File: src/rtl/cdc_handshake_tx.sv
// cdc_handshake_tx
//   Source side of a 4-phase REQ/ACK clock-domain crossing. A word accepted
//   over a valid/ready interface is parked on TX_DATA and held stable while
//   TX_REQ is raised and the far domain's ACK is awaited (rise, then fall).
//   ACK_ASYNC is resynchronised through NUM_STAGES flops before use.
//   A per-wait-state timeout aborts a stuck transaction with an ERR pulse.
//
// Ports
//   CLK        source-domain clock, rising edge
//   RST        asynchronous active-low reset
//   IN_DATA    word to transmit
//   IN_VALID   IN_DATA is valid
//   IN_READY   block is idle and accepts a word this cycle (combinational)
//   TX_DATA    registered data bus to the far domain
//   TX_REQ     registered request to the far domain
//   ACK_ASYNC  acknowledge from the far domain, asynchronous to CLK
//   DONE       one-cycle pulse: transaction completed normally
//   ERR        one-cycle pulse: transaction aborted on timeout
//
// NUM_STAGES must be 2 or more; TIMEOUT_CYCLES of 0 disables the timeout.

module cdc_handshake_tx #(
  parameter int unsigned BUS_WIDTH      = 8,
  parameter int unsigned NUM_STAGES     = 2,
  parameter int unsigned TIMEOUT_CYCLES = 255
) (
  input  logic                 CLK,
  input  logic                 RST,
  input  logic [BUS_WIDTH-1:0] IN_DATA,
  input  logic                 IN_VALID,
  output logic                 IN_READY,
  output logic [BUS_WIDTH-1:0] TX_DATA,
  output logic                 TX_REQ,
  input  logic                 ACK_ASYNC,
  output logic                 DONE,
  output logic                 ERR
);

  localparam int unsigned CNT_W   = (TIMEOUT_CYCLES < 2) ? 1 : $clog2(TIMEOUT_CYCLES + 1);
  localparam int unsigned TO_LAST = (TIMEOUT_CYCLES == 0) ? 0 : TIMEOUT_CYCLES - 1;
  localparam logic [CNT_W-1:0] TO_LAST_C = CNT_W'(TO_LAST);

  typedef enum logic [1:0] {
    S_IDLE        = 2'd0,
    S_WAIT_ACK_HI = 2'd1,
    S_WAIT_ACK_LO = 2'd2
  } state_t;

  state_t                r_state, w_state_nxt;
  logic [BUS_WIDTH-1:0]  r_data,  w_data_nxt;
  logic                  r_req,   w_req_nxt;
  logic                  r_done,  w_done_nxt;
  logic                  r_err,   w_err_nxt;
  logic                  r_abort, w_abort_nxt;
  logic [CNT_W-1:0]      r_cnt,   w_cnt_nxt;
  logic [NUM_STAGES-1:0] r_ack_sync;
  logic                  w_ack_s;
  logic                  w_timeout;

  // ACK resynchroniser: stage 0 samples the asynchronous input, the last
  // stage is the only copy the FSM ever looks at.
  always_ff @(posedge CLK or negedge RST) begin
    if (!RST) begin
      r_ack_sync <= '0;
    end else begin
      r_ack_sync <= {r_ack_sync[NUM_STAGES-2:0], ACK_ASYNC};
    end
  end

  assign w_ack_s   = r_ack_sync[NUM_STAGES-1];
  assign w_timeout = (TIMEOUT_CYCLES != 0) && (r_cnt == TO_LAST_C);

  always_ff @(posedge CLK or negedge RST) begin
    if (!RST) begin
      r_state <= S_IDLE;
      r_data  <= '0;
      r_req   <= 1'b0;
      r_done  <= 1'b0;
      r_err   <= 1'b0;
      r_abort <= 1'b0;
      r_cnt   <= '0;
    end else begin
      r_state <= w_state_nxt;
      r_data  <= w_data_nxt;
      r_req   <= w_req_nxt;
      r_done  <= w_done_nxt;
      r_err   <= w_err_nxt;
      r_abort <= w_abort_nxt;
      r_cnt   <= w_cnt_nxt;
    end
  end

  always_comb begin
    w_state_nxt = r_state;
    w_data_nxt  = r_data;
    w_req_nxt   = r_req;
    w_done_nxt  = 1'b0;
    w_err_nxt   = 1'b0;
    w_abort_nxt = r_abort;
    w_cnt_nxt   = r_cnt + CNT_W'(1);

    unique case (r_state)
      S_IDLE: begin
        w_cnt_nxt = '0;
        if (IN_VALID) begin
          w_data_nxt  = IN_DATA;
          w_req_nxt   = 1'b1;
          w_state_nxt = S_WAIT_ACK_HI;
        end
      end

      S_WAIT_ACK_HI: begin
        // ACK wins over a timeout expiring on the same edge.
        if (w_ack_s) begin
          w_req_nxt   = 1'b0;
          w_cnt_nxt   = '0;
          w_state_nxt = S_WAIT_ACK_LO;
        end else if (w_timeout) begin
          w_req_nxt   = 1'b0;
          w_err_nxt   = 1'b1;
          w_abort_nxt = 1'b1;
          w_cnt_nxt   = '0;
          w_state_nxt = S_WAIT_ACK_LO;
        end
      end

      S_WAIT_ACK_LO: begin
        // After an abort we still wait for ACK to be low so a late ACK from
        // the far side cannot leak into the next transaction; no DONE then.
        if (!w_ack_s) begin
          w_done_nxt  = !r_abort;
          w_abort_nxt = 1'b0;
          w_cnt_nxt   = '0;
          w_state_nxt = S_IDLE;
        end else if (w_timeout) begin
          w_err_nxt   = 1'b1;
          w_abort_nxt = 1'b0;
          w_cnt_nxt   = '0;
          w_state_nxt = S_IDLE;
        end
      end

      default: begin
        w_req_nxt   = 1'b0;
        w_abort_nxt = 1'b0;
        w_cnt_nxt   = '0;
        w_state_nxt = S_IDLE;
      end
    endcase
  end

  assign IN_READY = (r_state == S_IDLE);
  assign TX_DATA  = r_data;
  assign TX_REQ   = r_req;
  assign DONE     = r_done;
  assign ERR      = r_err;

endmodule

File: config.mk
export PLATFORM = sky130hd
export DESIGN_NAME = cdc_handshake_tx
export DESIGN_NICKNAME = d
export VERILOG_FILES = /design/src/rtl/cdc_handshake_tx.sv
export SDC_FILE = /design/constraint.sdc
export NUM_CORES = 1
export LEC_CHECK = 0
export CORE_ASPECT_RATIO = 1.5
export CORE_UTILIZATION = 47
export CTS_BUF_LIST = sky130_fd_sc_hd__clkbuf_4
export CTS_CLUSTER_SIZE = 28
export DETAILED_ROUTE_END_ITERATION = 8
export PLACE_DENSITY = 0.77
export SLEW_MARGIN = 20
export SYNTH_ARGS = -nofsm -noshare
export SYNTH_HDL_FRONTEND = slang
export SYNTH_SLANG_ARGS = --single-unit
export TNS_END_PERCENT = 100
File: constraint.sdc
create_clock -name CLK -period 1.42 [get_ports CLK]
set_input_delay 0.213 -clock CLK [delete_from_list [all_inputs] [get_ports CLK]]
set_output_delay 0.213 -clock CLK [all_outputs]
set_load 0.02 [all_outputs]
Word level (Yosys, flattened, before mapping)
Cells that the tools add are included.
{"block": "classes", "add_sub_neg": 1, "mul": 0, "div": 0, "magnitude_cmp": 0, "n_eq_ne": 8, "shift": 0, "n_mux": 24, "n_bitwise": 2, "reduce_logical": 6}
{"cell": "8-bit 2-to-1 mux", "count": 3}
{"cell": "8-bit case mux with 2 select lines", "count": 1}
{"cell": "1-bit 2-to-1 mux", "count": 11}
{"cell": "2-bit 2-to-1 mux", "count": 5}
{"cell": "8-bit by 1-bit adder with 8-bit output, second input constant", "count": 1}
{"cell": "8-bit == test, second input constant", "count": 1}
{"cell": "2-bit inequality test, second input constant", "count": 3}
{"cell": "3-bit inequality test, second input constant", "count": 2}
{"cell": "1-bit case mux with 3 select lines", "count": 2}
{"cell": "2-bit case mux with 3 select lines", "count": 1}
{"cell": "3-bit AND reduction", "count": 2}
{"cell": "4-bit AND reduction", "count": 1}
{"cell": "2-bit by 1-bit == test with 1-bit output, second input constant", "count": 1}
{"cell": "2-bit == test, second input constant", "count": 1}
{"cell": "2-bit zero test", "count": 1}
{"cell": "1-bit NOT", "count": 2}
{"cell": "1-bit case mux with 2 select lines", "count": 1}
{"cell": "2-bit AND reduction", "count": 1}
{"cell": "1-bit zero test", "count": 1}
{"block": "totals", "register_bits": 24, "latch_bits": 0, "ramBits": 0, "mem_bits_ro": 0, "inputBits": 12, "output_inout_bits": 12, "n_memories": 0}

Longest topological paths before layout
Gate-level depths: netlist of run 1.
{"block": "logic_depth", "ltp_word": 4, "depth_mapped": 5, "ltp_nobuf": 5}

Worst setup path before layout of run 1
OpenSTA, ideal clock, no wires.
{"block": "synth_path", "path_type": "register -> register", "start": "register r_state[0]", "end": "register r_req (netlist: TX_REQ)", "setup_time_ns": 0.087, "t_arrival_ns": 1.541, "t_required_ns": 1.333, "setup_slack_ns": -0.208, "path_stages_with_launch": 6, "n_path_buf": 0, "period_less_slack_ns": 1.628, "cell_sequence": "dfrtp_1 inv_1 ha_1 nand2_1 or2_2 o211ai_1"}
{"block": "synth_via", "elab_chain_len": 3}
{"item": "start, declared", "line": "49", "rtl": "state_t r_state, w_state_nxt;"}
{"item": "start signal, assigned", "line": "83", "rtl": "r_state <= w_state_nxt;"}
{"item": "2-bit zero test (*)"}
{"item": "net IN_READY", "line": "31", "rtl": "output logic IN_READY,"}
{"item": "2-bit inequality test (no line)"}
{"item": "3-bit AND reduction (no line)"}
{"item": "end signal, assigned", "line": "85", "rtl": "r_req <= w_req_nxt;"}
{"item": "end, declared", "line": "51", "rtl": "logic r_req, w_req_nxt;"}
Mark *: on every way through the listed nets, which the timed path passes. The rest lies on a longest branch.
A chain may end at the register's enable or synchronous reset.

Worst setup path in the final report of run 1
{"block": "layout_path", "start": "register r_state[0]", "end": "register r_state[0]"}
{"block": "layout_via", "elab_chain_len": 3}
{"item": "2-bit == test (tied with other cells)", "line": "102", "rtl": "unique case (r_state)"}
{"item": "3-bit inequality test (no line) / 2-bit inequality test (equally long branches)"}
{"item": "3-bit AND reduction (no line)"}
Parallel ways exist; a longest one is shown, timed or not.

==> impl_metrics.toml, run 1 <==
[run_status]
status = "finished, violations left"
violations = "negative setup slack"

[routing]
wl_um = 2730
drcViolationCount = 0
vias_per_cell = 5.79
vias = 943
drt_iter0_drc = 13
drt_first_pass_iters = 5
wl_per_cell_um = 16.8
antenna_left = 0

[placed_design]
dpl_worst_slack_ns = -0.0669
hpwl_um = 1890
io_buffers = 23
place_congestion = 0.846

[yosys]
synth_area_per_cell_sq_um = 11.6
seq_area_frac_synth_pct = 52.7
syn_inst = 98
synth_largest_area_cell = "dfrtp_1"
synthDistinctLibCells = 31
ys_seq_elements = 24
synth_nets = 116
synthTopCellsByArea = "dfrtp_1 53%, mux2_2 8.9%, ha_1 6.6%, o211ai_1 4.0%, nand2_1 2.3%"
synth_warnings = 0
netlist.area_leader.share_pct = 52.7
syn_area_sq_um = 1140

[die]
start_util_pct = 50.4
die_h_um = 62.3
ios = 24
die_w_um = 42.2
die-area_sq_um = 2630
coreArea_sq_um = 2260
rows = 21

[clock_tree]
h-tree-depth = 1
worstSkewPairLatency_ns = 0.32
path_clk_slew_ns = 0.14
cts_tree = "done"
clk_path_buf_depth = 2
cts_num_sinks = 24
cts_hold_buf = 0
root_buffer = "clkbuf_4"
cts_buffers = 3

[cells_and_area]
num_antenna_cells = 0
drive_above_1_share_pct = 32.9
final_core_util_pct = 74.1
fin_nets = 159
syn2layout_area_growth_pct = 46.9

[worst_setup_path]
crit_path_end_kind = "flip-flop"
reg2reg_setup_slack_ns = -0.06
crit_cells = 5
cpLargestDelayFamily = "flip-flops"
path_cells = "inv_4 -> ha_2 -> mux2_4 -> a21boi_1 -> o221a_2"
crit_arrival_ns = 1.69
reg2reg_to = "r_state[0]"
startpoint = "r_state[0]"
crit_path_start_kind = "flip-flop"
critical_path_class = "reg2reg"
r2r_start = "r_state[0]"
cp_num_buf_inv = 1
cp_slowest_cell = "dfrtp_2"
cp.required_ns = 1.63
endpoint = "r_state[0]"
max_stage_delay_ns = 0.44
path_max_fanout = 4
rr_worst_depth = 5

[run]
drv_cap = 0

[timing]
final-hold-violation-count = 0
drv_slew = 0
fmax_ghz = 0.676
tightest_slew_ns = 0.304
layout_setup_ws_ns = -0.0595
finalCritPeriodShare_pct = 104
finalClockSkew_ns = 0.0132
grt_setup_unrepaired = "yes"
fin_crit_ns = 1.48
relSlewSlack_pct = 79.7
setup_violations = 2

[grt]
grt_pass1_wl_um = 4380
grt_max_degree = 25
grt_util_all_layers_pct = 21.5
overflow = 0
antenna_found_initial = 0
grt_pass1_vias = 1001

[hold_path]
holdCritPathClass = "in2async"

[power]
p_leak_nw = 0.767
p_total_mw = 2.96
p_per_area_nw_per_um2 = 1770
vdd_drop_max_mv = 1.19
-- worst min path at each step --
stage               depth (start not counted)       endpoint     startpoint
floorplan                                   0           DONE            RST
global placement                            0  r_ack_sync[1]  r_ack_sync[0]
detailed placement                          0  r_ack_sync[1]  r_ack_sync[0]
CTS                                         2        r_abort            RST
global route                                2     TX_DATA[1]            RST
finish                                      2     TX_DATA[1]            RST
-- power breakdown --
part	switching [mW]	total (mW)	internal (mW)
clock network	0.210	0.495	0.286
logic	0.697	1.49	0.790
registers	0.117	0.980	0.863
total	1.02	2.96	1.94
-- metrics by stage --
stage / area (sq um) / hold slack [ns] / setup TNS, ns / instances
after floorplan: 1160 / -0.0826 / 0 / 98
after global placement: 1540 / 0.343 / -0.0329 / 158
after detailed placement: 1540 / 0.346 / -0.320 / 158
after CTS: 1600 / 0.249 / -0.0956 / 162
after global routing: 1670 / 0.268 / -0.610 / 163
final: 1670 / 0.241 / -0.0968 / 163
-- cell usage in the layout (no fill, tap or decap), drive strengths merged, types with 4 or more instances in the layout --
master	n
clkdlybuf4s50	11
nand2	7
inv	6
mux2	9
o21ai	4
buf	17
o211ai	6
a21oi	4
dlygate4sd2	11
dfrtp	24
ha	6
nor2	4
-- timing repair --
action | 4_1_cts | 5_1_grt
cloned | 0 | 0
pin swaps | 0 | 3
setup buffers | 0 | 1
endpoints found under the setup margin | 25 | 20
gates resized for setup | 20 | 16
-- final cells by class --
class,instances,area [sq um]
timing repair buffer,39,350
fill,151,586
sequential,24,602
inverter,6,25.0
tap,23,28.8
multi-input combinational,67,616
clock inverter,1,30.0
clock buffer,3,22.5
-- routing by layer --
| metal | part of all wire, % | global-route usage, % | up-vias |
|---|---|---|---|
| met3 | 3.7 | 3.49 | 7 |
| met5 | 0 | 0 | - |
| met2 | 56 | 38.1 | 27 |
| li1 | - | - | 442 |
| met1 | 39 | 25.0 | 467 |
| met4 | 1.8 | 8.59 | 0 |
-- cells in the mapped netlist --
cell / number
o211ai_1: 6
o221a_2: 1
inv_1: 6
nand3_1: 2
a31oi_1: 2
nand3_4: 1
or3_1: 2
a311oi_1: 1
nand2b_1: 2
nand4b_1: 1
a211oi_1: 1
buf_2: 1
nor3b_1: 1
nand4_2: 1
nand2_1: 7
or4_1: 2
nor3_1: 1
a211o_1: 1
xnor2_1: 1
a21oi_1: 4
dfrtp_1: 24
o21ai_0: 4
or2_2: 2
mux2_2: 9
a21boi_0: 1
o31ai_1: 1
and3_1: 1
o21a_1: 1
nor2_1: 4
and4_1: 1
ha_1: 6
-- worst register-to-register path, stage by stage, from the launching register on --
cell and delay, ns:
dfrtp_2 0.44, inv_4 0.06, ha_2 0.19, mux2_4 0.28, a21boi_1 0.15, o221a_2 0.27
-- flip-flops by register name, summed over array words and instances, names as in the netlist --
register,flops
TX_DATA,8
r_cnt,8
r_ack_sync,2
r_state,2
DONE,1
ERR,1
TX_REQ,1
r_abort,1
-- cell families (layout without fill, tap and decap cells) --
kind of cell | after synthesis | count (layout) | synth area share [%]
XOR/XNOR | 1 | 1 | 0.769
multiplexers | 9 | 9 | 8.89
flip-flops | 24 | 24 | 52.7
AO/OA/AOI/OAI | 23 | 23 | 13.7
AND/OR/NAND/NOR | 28 | 28 | 14.9
buffers and inverters | 7 | 49 | 2.41
adder cells (fa/ha/maj) | 6 | 6 | 6.59
No activity file was read; power rests on OpenSTA's default activity.
==> run 2: changes to the inputs <==
--- a/config.mk
+++ b/config.mk
@@ -10,6 +10,7 @@
 export CTS_BUF_LIST = sky130_fd_sc_hd__clkbuf_4
 export CTS_CLUSTER_SIZE = 28
 export DETAILED_ROUTE_END_ITERATION = 8
+export GPL_ROUTABILITY_DRIVEN = 0
 export PLACE_DENSITY = 0.77
 export SLEW_MARGIN = 20
 export SYNTH_ARGS = -nofsm -noshare
==> results of run 2 <==
Same layout as run 1: the final DEF is identical, and so are final timing and power.
